[src/rtl/mac_operand_sequencer.sv]
// Operand FIFO plus IDLE/RUN/FLUSH issue sequencer driving a registered-input 8x8 MAC accumulator.
// Define MAC_SEQ_ELEM_COUNT_EN to add the saturating result_count element counter output.
module mac_operand_sequencer #(
    parameter int DEPTH = 4
) (
    input  logic       clk,
    input  logic       aclr,
    input  logic       in_valid,
    output logic       in_ready,
    input  logic [7:0] in_a,
    input  logic [7:0] in_b,
    input  logic       in_last,
    output logic [7:0] mac_dataa,
    output logic [7:0] mac_datab,
    output logic       mac_clken,
    output logic       mac_sload,
    output logic       result_valid,
    output logic       busy
`ifdef MAC_SEQ_ELEM_COUNT_EN
    ,
    output logic [7:0] result_count
`endif
);
    localparam int AW = $clog2(DEPTH);

    typedef enum logic [1:0] {IDLE, RUN, FLUSH} state_e;

    logic [16:0]   mem_q [DEPTH];
    logic [AW-1:0] wr_ptr_q, rd_ptr_q;
    logic [AW:0]   count_q;
    logic          push, pop, full;
    logic [7:0]    head_a, head_b;
    logic          head_last;

    state_e     state_q, state_d;
    logic [7:0] dataa_q, dataa_d, datab_q, datab_d;
    logic       clken_q, clken_d, sload_q, sload_d;
    logic       flush_slot_q, flush_slot_d;
    logic       result_valid_q;

    assign full     = (count_q == (AW+1)'(DEPTH));
    assign in_ready = !full;
    assign push     = in_valid && !full;
    assign pop      = (count_q != '0);
    assign {head_last, head_a, head_b} = mem_q[rd_ptr_q];

    always_ff @(posedge clk) begin
        if (push && !aclr) begin
            mem_q[wr_ptr_q] <= {in_last, in_a, in_b};
        end
    end

    always_ff @(posedge clk) begin
        if (aclr) begin
            wr_ptr_q <= '0;
            rd_ptr_q <= '0;
            count_q  <= '0;
        end else begin
            if (push) wr_ptr_q <= wr_ptr_q + AW'(1);
            if (pop)  rd_ptr_q <= rd_ptr_q + AW'(1);
            if (push && !pop)      count_q <= count_q + (AW+1)'(1);
            else if (!push && pop) count_q <= count_q - (AW+1)'(1);
        end
    end

    always_ff @(posedge clk) begin
        if (aclr) begin
            state_q        <= IDLE;
            dataa_q        <= '0;
            datab_q        <= '0;
            clken_q        <= 1'b0;
            sload_q        <= 1'b0;
            flush_slot_q   <= 1'b0;
            result_valid_q <= 1'b0;
        end else begin
            state_q        <= state_d;
            dataa_q        <= dataa_d;
            datab_q        <= datab_d;
            clken_q        <= clken_d;
            sload_q        <= sload_d;
            flush_slot_q   <= flush_slot_d;
            result_valid_q <= flush_slot_q;
        end
    end

    // FLUSH marks the last element's slot; the edge leaving it always issues
    // one more slot so the MAC's input register drains into the accumulator.
    always_comb begin
        state_d      = state_q;
        dataa_d      = dataa_q;
        datab_d      = datab_q;
        clken_d      = 1'b0;
        sload_d      = 1'b0;
        flush_slot_d = 1'b0;
        case (state_q)
            IDLE, RUN: begin
                if (pop) begin
                    dataa_d = head_a;
                    datab_d = head_b;
                    clken_d = 1'b1;
                    sload_d = (state_q == IDLE);
                    state_d = head_last ? FLUSH : RUN;
                end
            end
            FLUSH: begin
                clken_d      = 1'b1;
                flush_slot_d = 1'b1;
                if (pop) begin
                    dataa_d = head_a;
                    datab_d = head_b;
                    sload_d = 1'b1;
                    state_d = head_last ? FLUSH : RUN;
                end else begin
                    dataa_d = '0;
                    datab_d = '0;
                    state_d = IDLE;
                end
            end
            default: state_d = IDLE;
        endcase
    end

    assign mac_dataa    = dataa_q;
    assign mac_datab    = datab_q;
    assign mac_clken    = clken_q;
    assign mac_sload    = sload_q;
    assign result_valid = result_valid_q;
    assign busy         = pop || (state_q != IDLE) || flush_slot_q;

`ifdef MAC_SEQ_ELEM_COUNT_EN
    logic [7:0] vec_cnt_q, pend_cnt_q, result_count_q;

    // The finished count is staged once so a back-to-back vector opening in
    // the flush slot cannot overwrite it before the result pulse.
    always_ff @(posedge clk) begin
        if (aclr) begin
            vec_cnt_q      <= '0;
            pend_cnt_q     <= '0;
            result_count_q <= '0;
        end else begin
            if (pop) begin
                if (state_q != RUN)          vec_cnt_q <= 8'd1;
                else if (vec_cnt_q != 8'hFF) vec_cnt_q <= vec_cnt_q + 8'd1;
            end
            if (state_q == FLUSH) pend_cnt_q     <= vec_cnt_q;
            if (flush_slot_q)     result_count_q <= pend_cnt_q;
        end
    end

    assign result_count = result_count_q;
`endif

endmodule
[config.mk]
export PLATFORM = sky130hd
export DESIGN_NAME = mac_operand_sequencer
export DESIGN_NICKNAME = d
export VERILOG_FILES = /design/src/rtl/mac_operand_sequencer.sv
export SDC_FILE = /design/constraint.sdc
export NUM_CORES = 1
export LEC_CHECK = 0
export ABC_AREA = 1
export CAP_MARGIN = 20
export CORE_ASPECT_RATIO = 0.7
export CORE_MARGIN = 2
export CORE_UTILIZATION = 53
export CTS_BUF_LIST = sky130_fd_sc_hd__clkbuf_8
export DETAILED_ROUTE_END_ITERATION = 10
export GPL_TIMING_DRIVEN = 0
export PLACE_DENSITY = 0.78
export SYNTH_ARGS = -nofsm -noshare
export SYNTH_HDL_FRONTEND = slang
export SYNTH_SLANG_ARGS = --single-unit
[constraint.sdc]
create_clock -name clk -period 2.08 [get_ports clk]
set_input_delay 0.312 -clock clk [delete_from_list [all_inputs] [get_ports clk]]
set_output_delay 0.312 -clock clk [all_outputs]
set_load 0.02 [all_outputs]
# Word level (Yosys, flattened, before mapping)
# Memories as Yosys holds them, arrays and structs flattened. A register that Yosys moved wholly into a read port is not among the register bits.
# Cells that the tools add are included.
[op_classes]
n_eq_ne = 4
muxes = 21
n_addsub = 4
reduce_logical = 17
[ops]
columns = ["op", "n"]
rows = [
  ["8-bit 2-to-1 mux", 4],
  ["8-bit one-hot mux with 2 select lines", 2],
  ["2-bit 2-to-1 mux", 5],
  ["3-bit 2-to-1 mux", 2],
  ["2-bit nonzero test", 3],
  ["1-bit 2-to-1 mux", 5],
  ["2-bit by 1-bit adder with 2-bit output, second input constant", 2],
  ["1-bit logical AND", 4],
  ["1-bit zero test", 4],
  ["1-bit one-hot mux with 2 select lines", 2],
  ["2-bit one-hot mux with 2 select lines", 1],
  ["3-bit by 1-bit adder with 3-bit output, second input constant", 1],
  ["3-bit equality test, second input constant", 1],
  ["3-bit nonzero test", 1],
  ["3-bit by 1-bit subtractor with 3-bit output, second input constant", 1],
  ["2-bit by 1-bit equality test with 1-bit output, second input constant", 1],
  ["2-bit equality test, second input constant", 1],
  ["2-bit zero test", 1],
  ["1-bit logical OR", 2],
  ["2-bit inequality test, second input constant", 1],
  ["2-bit AND reduction", 1],
  ["2-bit OR reduction", 1],
]
[word_totals]
mem_bits_rw = 68
memories = 1
input_bits = 20
word_cells = 57
reg_bits = 29
[memory_table]
columns = ["name", "depth", "width", "read_ports", "rd_clocked_by_memory_dff", "write_ports", "line", "text"]
rows = [
  ["mem_q", 4, 17, 1, 1, 1, "28", "logic [16:0] mem_q [DEPTH];"],
]

# Longest topological paths before layout
# Gate-level depths: netlist of the first run.
[depth]
depth_word = 7
mapped_depth = 11

# Worst setup path before layout of the first run
# Ideal clock, no wire load.
[synth_path]
path_type = "register to register"
start = "reg count_q[0]"
end = "mem mem_q[0][0] (enable)"
setup_time_ns = 0.391
arrival_time_ns = 1.685
n_path_buf = 0
period_less_slack_ns = 2.075
stages_incl_launch_ff = 7
setup_slack_ns = 0.005
required_time_ns = 1.689
path_cell_list = "dfxtp_1 nor2_4 nand2_1 nand2_1 inv_1 nand2_1 nor2_1"
[synth_between]
elab_chain_cells = 6
[synth_rtl]
columns = ["item", "line", "text"]
rows = [
  ["start: declaration", "30", "logic [AW:0] count_q;"],
  ["start signal: assignment", "61", "if (push && !pop) count_q <= count_q + (AW+1)'(1);"],
  ["start signal: assignment", "62", "else if (!push && pop) count_q <= count_q - (AW+1)'(1);"],
  ["3-bit equality test", "41", "assign full = (count_q == (AW+1)'(DEPTH));"],
  ["1-bit zero test", "-", ""],
  ["via in_ready", "9", "output logic in_ready,"],
  ["1-bit logical AND", "43", "assign push = in_valid && !full;"],
  ["1-bit logical AND", "48", "if (push && !aclr) begin"],
  ["1-bit 2-to-1 mux", "48", ""],
  ["1-bit 2-to-1 mux (implied by the code)", "49", "mem_q[wr_ptr_q] <= {in_last, in_a, in_b};"],
  ["end: declaration", "28", ""],
]
# The timed path passes the listed nets, and every way through them passes these cells.

# Worst setup path after layout of the first run
[layout_path]
start = "reg count_q[0]"
end = "mem mem_q[2][1] (enable)"
[layout_between]
elab_chain_cells = 6
[layout_rtl]
columns = ["item", "line"]
rows = [
  ["3-bit equality test", "41"],
  ["1-bit zero test", "43"],
  ["1-bit logical AND", "43"],
  ["1-bit logical AND", "48"],
  ["1-bit 2-to-1 mux", "48"],
  ["1-bit 2-to-1 mux (implied by the code)", "49"],
]
# No other way between the ends.

==> results of run 1 <==
[power by group through the flow]
| stage | sequential (mW) | combinational (mW) | clock (mW) |
|---|---|---|---|
| floorplan | 2.84 | 1.27 | 0 |
| global placement | 2.65 | 2.23 | 0 |
| detailed placement | 2.65 | 2.31 | 0 |
| CTS | 2.61 | 2.31 | 1.09 |
| global route | 2.65 | 2.54 | 1.16 |
| finish | 2.61 | 2.30 | 1.07 |
[flip-flops by register name (all words and copies together) (netlist names), named ones only]
signal,count
state_q,2
mac_sload,1
wr_ptr_q,2
mac_clken,1
mac_datab,8
rd_ptr_q,2
result_valid,1
count_q,3
flush_slot_q,1
mac_dataa,8
mem_q,68
[cell type report]
type | count | area (um2) | share of cell area
Sequential cell | 99 | 2663 | 0.5701
Multi-Input combinational cell | 207 | 1022 | 0.2189
Timing Repair Buffer | 43 | 452.9 | 0.09697
Inverter | 35 | 131.4 | 0.02813
Clock buffer | 9 | 123.9 | 0.02652
Tap cell | 98 | 122.6 | 0.02625
Buffer | 15 | 108.9 | 0.02331
Clock inverter | 7 | 46.29 | 0.009912
[final timing paths]
path / startpoint / slack (ns) / end
max reg2reg: count_q[0] / 0.14 / mem_q[2][1]
min reg2reg: flush_slot_q / 0.45 / result_valid
min: aclr / 0.28 / result_valid
max: count_q[0] / 0.14 / mem_q[2][1]
[per-stage QoR]
stage / worst slack (ns) / instances / hold WS [ns]
after floorplan: 0.004693 / 356 / 0.4099
after CTS: 0.004375 / 513 / 0.2689
after detailed placement: -0.1077 / 497 / 0.4307
final: 0.1354 / 513 / 0.2774
after global placement: -0.8402 / 493 / 0.4221
after global routing: -0.01275 / 513 / 0.2849
[synth_stat cells]
cell      instances  area (um2)
buf_4             2       15.01
nand2_2           1       6.260
buf_8             1       15.01
dfxtp_1          31       620.6
inv_1            34       127.6
a21boi_1          1       7.510
inv_2             1       3.750
nand3_2           5       50.05
nand2_1          79       296.5
a21oi_1          12       60.06
nand3_1          38       190.2
o21ai_0          22       110.1
buf_2             9       45.04
nand2_4           3       33.78
edfxtp_1         68        2042
ha_1              5       62.56
nor2_4            1       11.26
nor2_1           30       112.6
buf_6             3       33.78
nand4_1           1       6.260
nor3_1            2       10.01
o21ai_1           6       30.03
nor2_8            1       20.02
[kinds of logic after synthesis]
group,after synthesis,synth area share
simple gates,161,0.1885
flops,99,0.6810
buf+inv,50,0.06143
compound gates,41,0.05312
fa+ha+maj,5,0.01600
[critical path: stages (launching register included)]
cell and delay [ns]:
dfxtp_1 0.41, nor2_4 0.08, nand2_1 0.08, nand2_1 0.12
inv_1 0.11, nand2_1 0.17, nor2_2 0.45, buf_8 0.22
[metal layers]
metal  global-route usage  routed length (um)  up-vias  part of all wire
met2               0.3390                3545       84              0.47
li1                     -                   -     1294                 -
met5                    0                   0        -                 0
met1               0.2726                3307     1188              0.44
met4              0.07215                  91        0             0.012
met3              0.04619                 618       11             0.082
[what timing repair did]
action                     CTS  global route
setup endpoints to repair    0            12
hold buffers                 0             0
setup buffers                0             0
resized for setup            0             2
==> results.ini, run 1 <==
[placement]
place_area_mm2=0.004493
portBuffers=39
gp_congestion=0.7720
dp_hpwl_mm=5.227

[grt]
grt_start_max_net_pins=17
grt_first_pass_wirelength_mm=12.03
grt_pass1_vias=2463
grt_overflow=0
gr-usage-all-layers=0.2044
antenna_found_initial=0

[timing]
min_period_over_period=0.9349
tightest_slew_ns=0.5019
fmax_mhz=514.3
fin_setup_tns_ns=0
rsz0062_at_grt=true
relSlewSlack=0.6651
timing.final.hold_violations=0
report.final.slew_viol_count=0
setup_violations=0
skew_ns=0.007689
finalCriticalPeriod_ns=1.945

[floorplan]
die_y_um=75.86
die-area_mm2=0.008091
die_x_um=106.7
coreArea_mm2=0.007222
ios=41
initial_utilization=0.5414
num_rows=26

[logic_synthesis]
yosysSeqAreaShare=0.6810
ys_seq_elements=99
syn_area_mm2=0.003910
synth_cells=356
synthDistinctLibCells=23
yosysWarnings=0
synth_area_per_cell_um2=10.98
synth_nets=381

[power_and_ir_drop]
total_power_mw=5.973
pwr-share-comb=0.385
swShare=0.3691
p_int_mw=3.768
static-leakage-power_nw=1.847
max-vdd-ir-drop_v=0.0006385
power_density_mw_per_mm2=1279
clock_power_share=0.179
switching_power_mw=2.204
p_seq_frac=0.437

[setup_path]
worst-r2r-cell-count=7
required_ns=2.16
critPathKind=flip-flop to flip-flop
start_kind=flip-flop
cp_max_fo=11
cp-end-kind=flip-flop
worst_ep_arrival_time_ns=2.02

[cts]
cts-root-buf=clkbuf_8
path_clk_slew_ns=0.09
cts_tree=built
htree_levels=3
insertion_delay_ns=0.36
cts.sinks=99
clock_path_buffers=2
cts_made_buffers=9

[cells_and_area]
finish.net_count=435
antenna_cells=0
final_common_cell=nand2_1
nFillCells=574
drive_above_1_share=0.1157
final_cell_mix=79 x nand2_1, 68 x edfxtp_1, 38 x nand3_1, 38 x clkdlybuf4s50_1, 36 x inv_1
postLayoutCoreUtil=0.6467
fin_area_mm2=0.004671
area_growth_pct=19.46

[detailed_routing]
final_antenna_net_count=0
drtIter0Drc=172
wirelength_mm=7.562
viasPerCell=5.023
vias=2577
drc=0
wire_per_inst_um=14.74
first_pass_iters=4

[outcome]
outcome=completed

[worst_hold_path]
min_path_type=input port to flip-flop
whs_path_depth=2

[run]
cap_violations=0

Note: power is estimated with default switching activity, not from simulation.
==> inputs of run 2 (changes only) <==
--- a/config.mk
+++ b/config.mk
@@ -13,6 +13,7 @@
 export CTS_BUF_LIST = sky130_fd_sc_hd__clkbuf_8
 export DETAILED_ROUTE_END_ITERATION = 10
 export GPL_TIMING_DRIVEN = 0
+export MAX_ROUTING_LAYER = met4
 export PLACE_DENSITY = 0.78
 export SYNTH_ARGS = -nofsm -noshare
 export SYNTH_HDL_FRONTEND = slang
==> results.ini, run 2 (synthesis gave the netlist of run 1 again) <==
[setup_path]
crit_chain=nor2_4, nand2_1, nand2_1, inv_1, nand2_1, nor2_2, buf_8
r2r_end=mem_q[2][1]
path_buf_inv=2  ; unchanged
reg2reg_slack_ns=0.15  ; about the same
crit_top_cell=nand2_1
critPathMaxStageDelay_ns=0.44  ; about the same
reg2reg_from=count_q[0]
cp_max_fo=11  ; unchanged
worst-r2r-cell-count=7  ; unchanged
start_kind=flip-flop
cp_slowest_cell=nor2_2
required_ns=2.16  ; about the same
worst_ep_arrival_time_ns=2.01  ; about the same
cp-end-kind=flip-flop
path_delay_family=simple AND/OR/NAND/NOR gates
critPathKind=flip-flop to flip-flop

[timing]
report.final.slew_viol_count=0  ; unchanged
min_period_over_period=0.9289  ; -0.005938
tightest_slew_ns=0.4961  ; -0.005740 ns
worst_hold_slack_ns=0.2767  ; -0.0007850 ns
setup_violations=0  ; unchanged
finalCriticalPeriod_ns=1.932  ; -0.01235 ns
relSlewSlack=0.6689  ; +0.003830
fmax_mhz=517.5  ; +0.64%
rsz0062_at_grt=true
layout_setup_ws_ns=0.1478  ; +0.01235 ns
skew_ns=0.009123  ; +0.001434 ns
timing.final.hold_violations=0  ; unchanged

[grt]
gr-usage-all-layers=0.2116  ; +0.007201
grt_overflow=0  ; unchanged
antenna_found_initial=0  ; unchanged
grt_start_max_net_pins=17  ; unchanged
grt_first_pass_wirelength_mm=12.04  ; about the same
grt_pass1_vias=2461  ; -0.081%

[cts]
cts_tree=built
postCtsSetupBuffers=0  ; unchanged
cts_made_buffers=9  ; unchanged
postCtsHoldBufs=0  ; unchanged
insertion_delay_ns=0.37  ; about the same
path_clk_slew_ns=0.09  ; about the same
cts.sinks=99  ; unchanged
htree_levels=3  ; unchanged
cts-root-buf=clkbuf_8
cts_resized=0  ; unchanged
clock_path_buffers=2  ; unchanged

[outcome]
outcome=completed

[floorplan]
num_rows=26  ; unchanged
coreArea_mm2=0.007222  ; unchanged
initial_utilization=0.5414  ; unchanged
ios=41  ; unchanged
die_y_um=75.86  ; unchanged
die-area_mm2=0.008091  ; unchanged
die_x_um=106.7  ; unchanged

[cells_and_area]
stdcell_count=513  ; unchanged
area_growth_pct=19.46  ; unchanged
regArea_mm2=0.002663  ; unchanged
nFillCells=574  ; unchanged
drive_above_1_share=0.1157  ; unchanged
finish.net_count=435  ; unchanged
top_register=mem_q
antenna_cells=0  ; unchanged
final_cell_mix=79 x nand2_1, 68 x edfxtp_1, 38 x nand3_1, 38 x clkdlybuf4s50_1, 36 x inv_1
largest_register_ffs=68  ; unchanged
multi_input_area_mm2=0.001022  ; unchanged
final_common_cell=nand2_1

[detailed_routing]
wirelength_mm=7.581  ; +0.25%
drtIter0Drc=163  ; -5.2%
first_pass_iters=4  ; unchanged
viasPerCell=5.010  ; -0.27%
final_antenna_net_count=0  ; unchanged
vias=2570  ; -0.27%
wire_per_inst_um=14.78  ; +0.25%
drc=0  ; unchanged

[power_and_ir_drop]
total_power_mw=5.979  ; about the same
power_density_mw_per_mm2=1280  ; about the same
static-leakage-power_nw=1.847  ; unchanged
max-vdd-ir-drop_v=0.0006376  ; -0.15%

[placement]
portBuffers=39  ; unchanged
dp.cells=497  ; unchanged
gp_congestion=0.7825  ; +1.4%
pre_cts_ws_ns=-0.1077  ; unchanged
dp_hpwl_mm=5.227  ; unchanged

[worst_hold_path]
min_path_type=input port to flip-flop
holdPathEnd=result_valid
whs_path_depth=2  ; unchanged
min_from=aclr

[run]
cap_violations=0  ; unchanged

[run 2: how the worst max path moves through the flow]
stage	startpoint	endpoint	slack, ns	cells past startpoint
2_1_floorplan	count_q[0]	mem_q[0][0]	0.005	6
3_5_place_dp	in_valid	mem_q[3][4]	-0.11	6
4_1_cts	count_q[0]	busy	0.004	5
6_report	count_q[0]	mem_q[2][1]	0.15	7
3_3_place_gp	in_valid	mem_q[3][4]	-0.84	5
5_1_grt	count_q[0]	mem_q[1][5]	-0.01	7
[run 2: per-stage QoR]
| stage | instance area, um2 | utilization | setup TNS [ns] |
|---|---|---|---|
| global placement | 4423 | 0.6124 | -51.51 |
| floorplan | 3910 | - | 0 |
| detailed placement | 4493 | 0.6221 | -2.728 |
| finish | 4671 | 0.6467 | 0 |
| global route | 4671 | 0.6467 | -0.1261 |
| CTS | 4663 | 0.6457 | 0 |
[run 2: area by class of cell]
cell class / instances / area share
Multi-Input combinational cell: 207 / 0.2189
Clock inverter: 7 / 0.009912
Timing Repair Buffer: 43 / 0.09697
Inverter: 35 / 0.02813
Tap cell: 98 / 0.02625
Sequential cell: 99 / 0.5701
Clock buffer: 9 / 0.02652
Buffer: 15 / 0.02331
[run 2: layer usage]
layer  vias to the layer above  wire [um]  global-route usage
li1                       1295          -                   -
met1                      1182       3298              0.2737
met2                        83       3573              0.3390
met3                        10        625             0.04876
met4                         0         83             0.06782
met5                         -          0                   -
[run 2: power by group]
part / total (mW) / internal [mW] / switching, mW
Clock: 1.07 / 0.432 / 0.635
Sequential: 2.61 / 2.43 / 0.175
Combinational: 2.30 / 0.901 / 1.40
Total: 5.98 / 3.77 / 2.21
==> inputs of run 3 (changes only) <==
==> constraint.sdc (replaced) <==
create_clock -name clk -period 2.08 [get_ports clk]
set_input_delay 0.52 -clock clk [delete_from_list [all_inputs] [get_ports clk]]
set_output_delay 0.52 -clock clk [all_outputs]
set_load 0.02 [all_outputs]
==> results.ini, run 3 (synthesis gave the netlist of run 1 again) <==
[outcome]
outcome=completed

[worst_hold_path]
min_from=flush_slot_q
min_path_type=flip-flop to flip-flop
holdPathEnd=result_valid
whs_path_depth=2  ; unchanged

[floorplan]
coreArea_mm2=0.007222  ; unchanged
ios=41  ; unchanged
initial_utilization=0.5414  ; unchanged
die_y_um=75.86  ; unchanged
num_rows=26  ; unchanged
die-area_mm2=0.008091  ; unchanged
die_x_um=106.7  ; unchanged

[detailed_routing]
viasPerCell=5.041  ; +0.62%
first_pass_iters=5  ; +1
final_antenna_net_count=0  ; unchanged
drc=0  ; unchanged
drtIter0Drc=168  ; +3.1%
wirelength_mm=7.627  ; +0.61%
vias=2591  ; +0.82%
wire_per_inst_um=14.84  ; +0.41%

[placement]
portBuffers=39  ; unchanged
dp_hpwl_mm=5.227  ; unchanged
dp.cells=497  ; unchanged
pre_cts_ws_ns=-0.3157  ; -0.2080 ns
gp_congestion=0.7825  ; unchanged

[grt]
antenna_found_initial=0  ; unchanged
gr-usage-all-layers=0.2116  ; unchanged
grt_start_max_net_pins=17  ; unchanged
grt_first_pass_wirelength_mm=12.04  ; unchanged
grt_overflow=0  ; unchanged
grt_pass1_vias=2461  ; unchanged

[cts]
path_clk_slew_ns=0.09  ; about the same
cts.sinks=99  ; unchanged
htree_levels=3  ; unchanged
clock_path_buffers=2  ; unchanged
postCtsHoldBufs=0  ; unchanged
cts_tree=built
cts_made_buffers=9  ; unchanged
cts-root-buf=clkbuf_8
insertion_delay_ns=0.37  ; about the same

[power_and_ir_drop]
switching_power_mw=2.217  ; +0.28%
p_seq_frac=0.436  ; about the same
swShare=0.3704  ; +0.0006718
max-vdd-ir-drop_v=0.0006394  ; +0.29%
clock_power_share=0.180  ; about the same
power_density_mw_per_mm2=1281  ; about the same
static-leakage-power_nw=1.849  ; about the same
pwr-share-comb=0.384  ; about the same
p_int_mw=3.768  ; about the same
total_power_mw=5.985  ; +0.10%

[cells_and_area]
postLayoutCoreUtil=0.6471  ; about the same
stdcell_count=514  ; +0.19%
largest_register_ffs=68  ; unchanged
nFillCells=573  ; -0.17%
multi_input_area_mm2=0.001022  ; unchanged
area_growth_pct=19.52  ; about the same
finish.net_count=436  ; +0.23%
drive_above_1_share=0.1202  ; +0.004530
top_register=mem_q
final_common_cell=nand2_1
antenna_cells=0  ; unchanged
regArea_mm2=0.002663  ; unchanged
final_cell_mix=79 x nand2_1, 68 x edfxtp_1, 38 x nand3_1

[setup_path]
worst_ep_arrival_time_ns=2.08  ; +0.07 ns
r2r_end=mem_q[2][1]
reg2reg_from=count_q[0]
cp-end-kind=flip-flop
critPathKind=input port to flip-flop
start_kind=input port
required_ns=2.16  ; about the same
reg2reg_slack_ns=0.13  ; -0.02 ns
worst-r2r-cell-count=7  ; unchanged
cp_max_fo=11  ; unchanged

[timing]
relSlewSlack=0.6585  ; -0.01038
timing.final.hold_violations=0  ; unchanged
rsz0062_at_grt=true
layout_setup_ws_ns=0.08500  ; -0.06279 ns
finalCriticalPeriod_ns=1.995  ; +0.06279 ns
setup_violations=0  ; unchanged
report.final.slew_viol_count=0  ; unchanged
skew_ns=0.009023  ; -0.00009997 ns
fmax_mhz=501.3  ; -3.1%
min_period_over_period=0.9591  ; +0.03019
tightest_slew_ns=0.5117  ; +0.01555 ns

[run]
cap_violations=0  ; unchanged

==> run 3: cell count changes in the layout (fill, tap and decap cells not counted), sizes merged <==
cell	change
clkdlybuf4s50	-1
buf	+1
clkbuf	+1
==> run 3: final cells by class <==
cell class                      instances  area share
Tap cell                               98     0.02624
Clock inverter                          7    0.009906
Sequential cell                        99      0.5697
Clock buffer                            9     0.02651
Buffer                                 15     0.02329
Multi-Input combinational cell        207      0.2187
Inverter                               35     0.02811
Timing Repair Buffer                   44     0.09746
==> run 3: through the flow <==
stage / area [um2] / hold WS, ns / TNS (ns)
finish: 4673 / 0.4451 / 0
global route: 4673 / 0.4828 / -0.07392
CTS: 4662 / 0.4438 / 0
detailed placement: 4493 / 0.4307 / -14.33
global placement: 4423 / 0.4221 / -65.65
floorplan: 3910 / 0.4099 / -6.439
==> run 3: worst max-delay path by stage <==
| stage | slack (ns) | to | from | cells after the start |
|---|---|---|---|---|
| finish | 0.09 | mem_q[2][1] | in_valid | 6 |
| global route | -0.008 | mem_q[1][5] | in_valid | 6 |
| CTS | 0.01 | in_ready | count_q[0] | 3 |
| detailed placement | -0.32 | mem_q[3][4] | in_valid | 6 |
| global placement | -1.05 | mem_q[3][4] | in_valid | 5 |
| floorplan | -0.09 | mem_q[0][0] | aclr | 5 |
==> run 3: power by group through the flow <==
stage | sequential (mW) | clock [mW] | combinational (mW)
floorplan | 2.84 | 0 | 1.27
global placement | 2.65 | 0 | 2.23
detailed placement | 2.65 | 0 | 2.31
CTS | 2.61 | 1.09 | 2.30
global route | 2.65 | 1.17 | 2.54
finish | 2.61 | 1.07 | 2.30
==> run 3: worst max-delay path, stage by stage <==
cell and delay, ns:
clkdlybuf4s50_1 0.45, nand2_1 0.12, inv_1 0.11, nand2_1 0.17, nor2_2 0.46, buf_8 0.23
==> run 3: repair_timing <==
| item | in CTS | in global routing |
|---|---|---|
| resized for setup | 1 | 4 |
| setup endpoints to repair | 1 | 13 |
| setup buffers | 0 | 1 |
| pin swaps | 0 | 1 |
==> run 3: metal layers <==
layer | track usage | routed length, um
met5 | - | 0
met4 | 0.06782 | 104
met2 | 0.3390 | 3532
met1 | 0.2737 | 3463
met3 | 0.04876 | 526
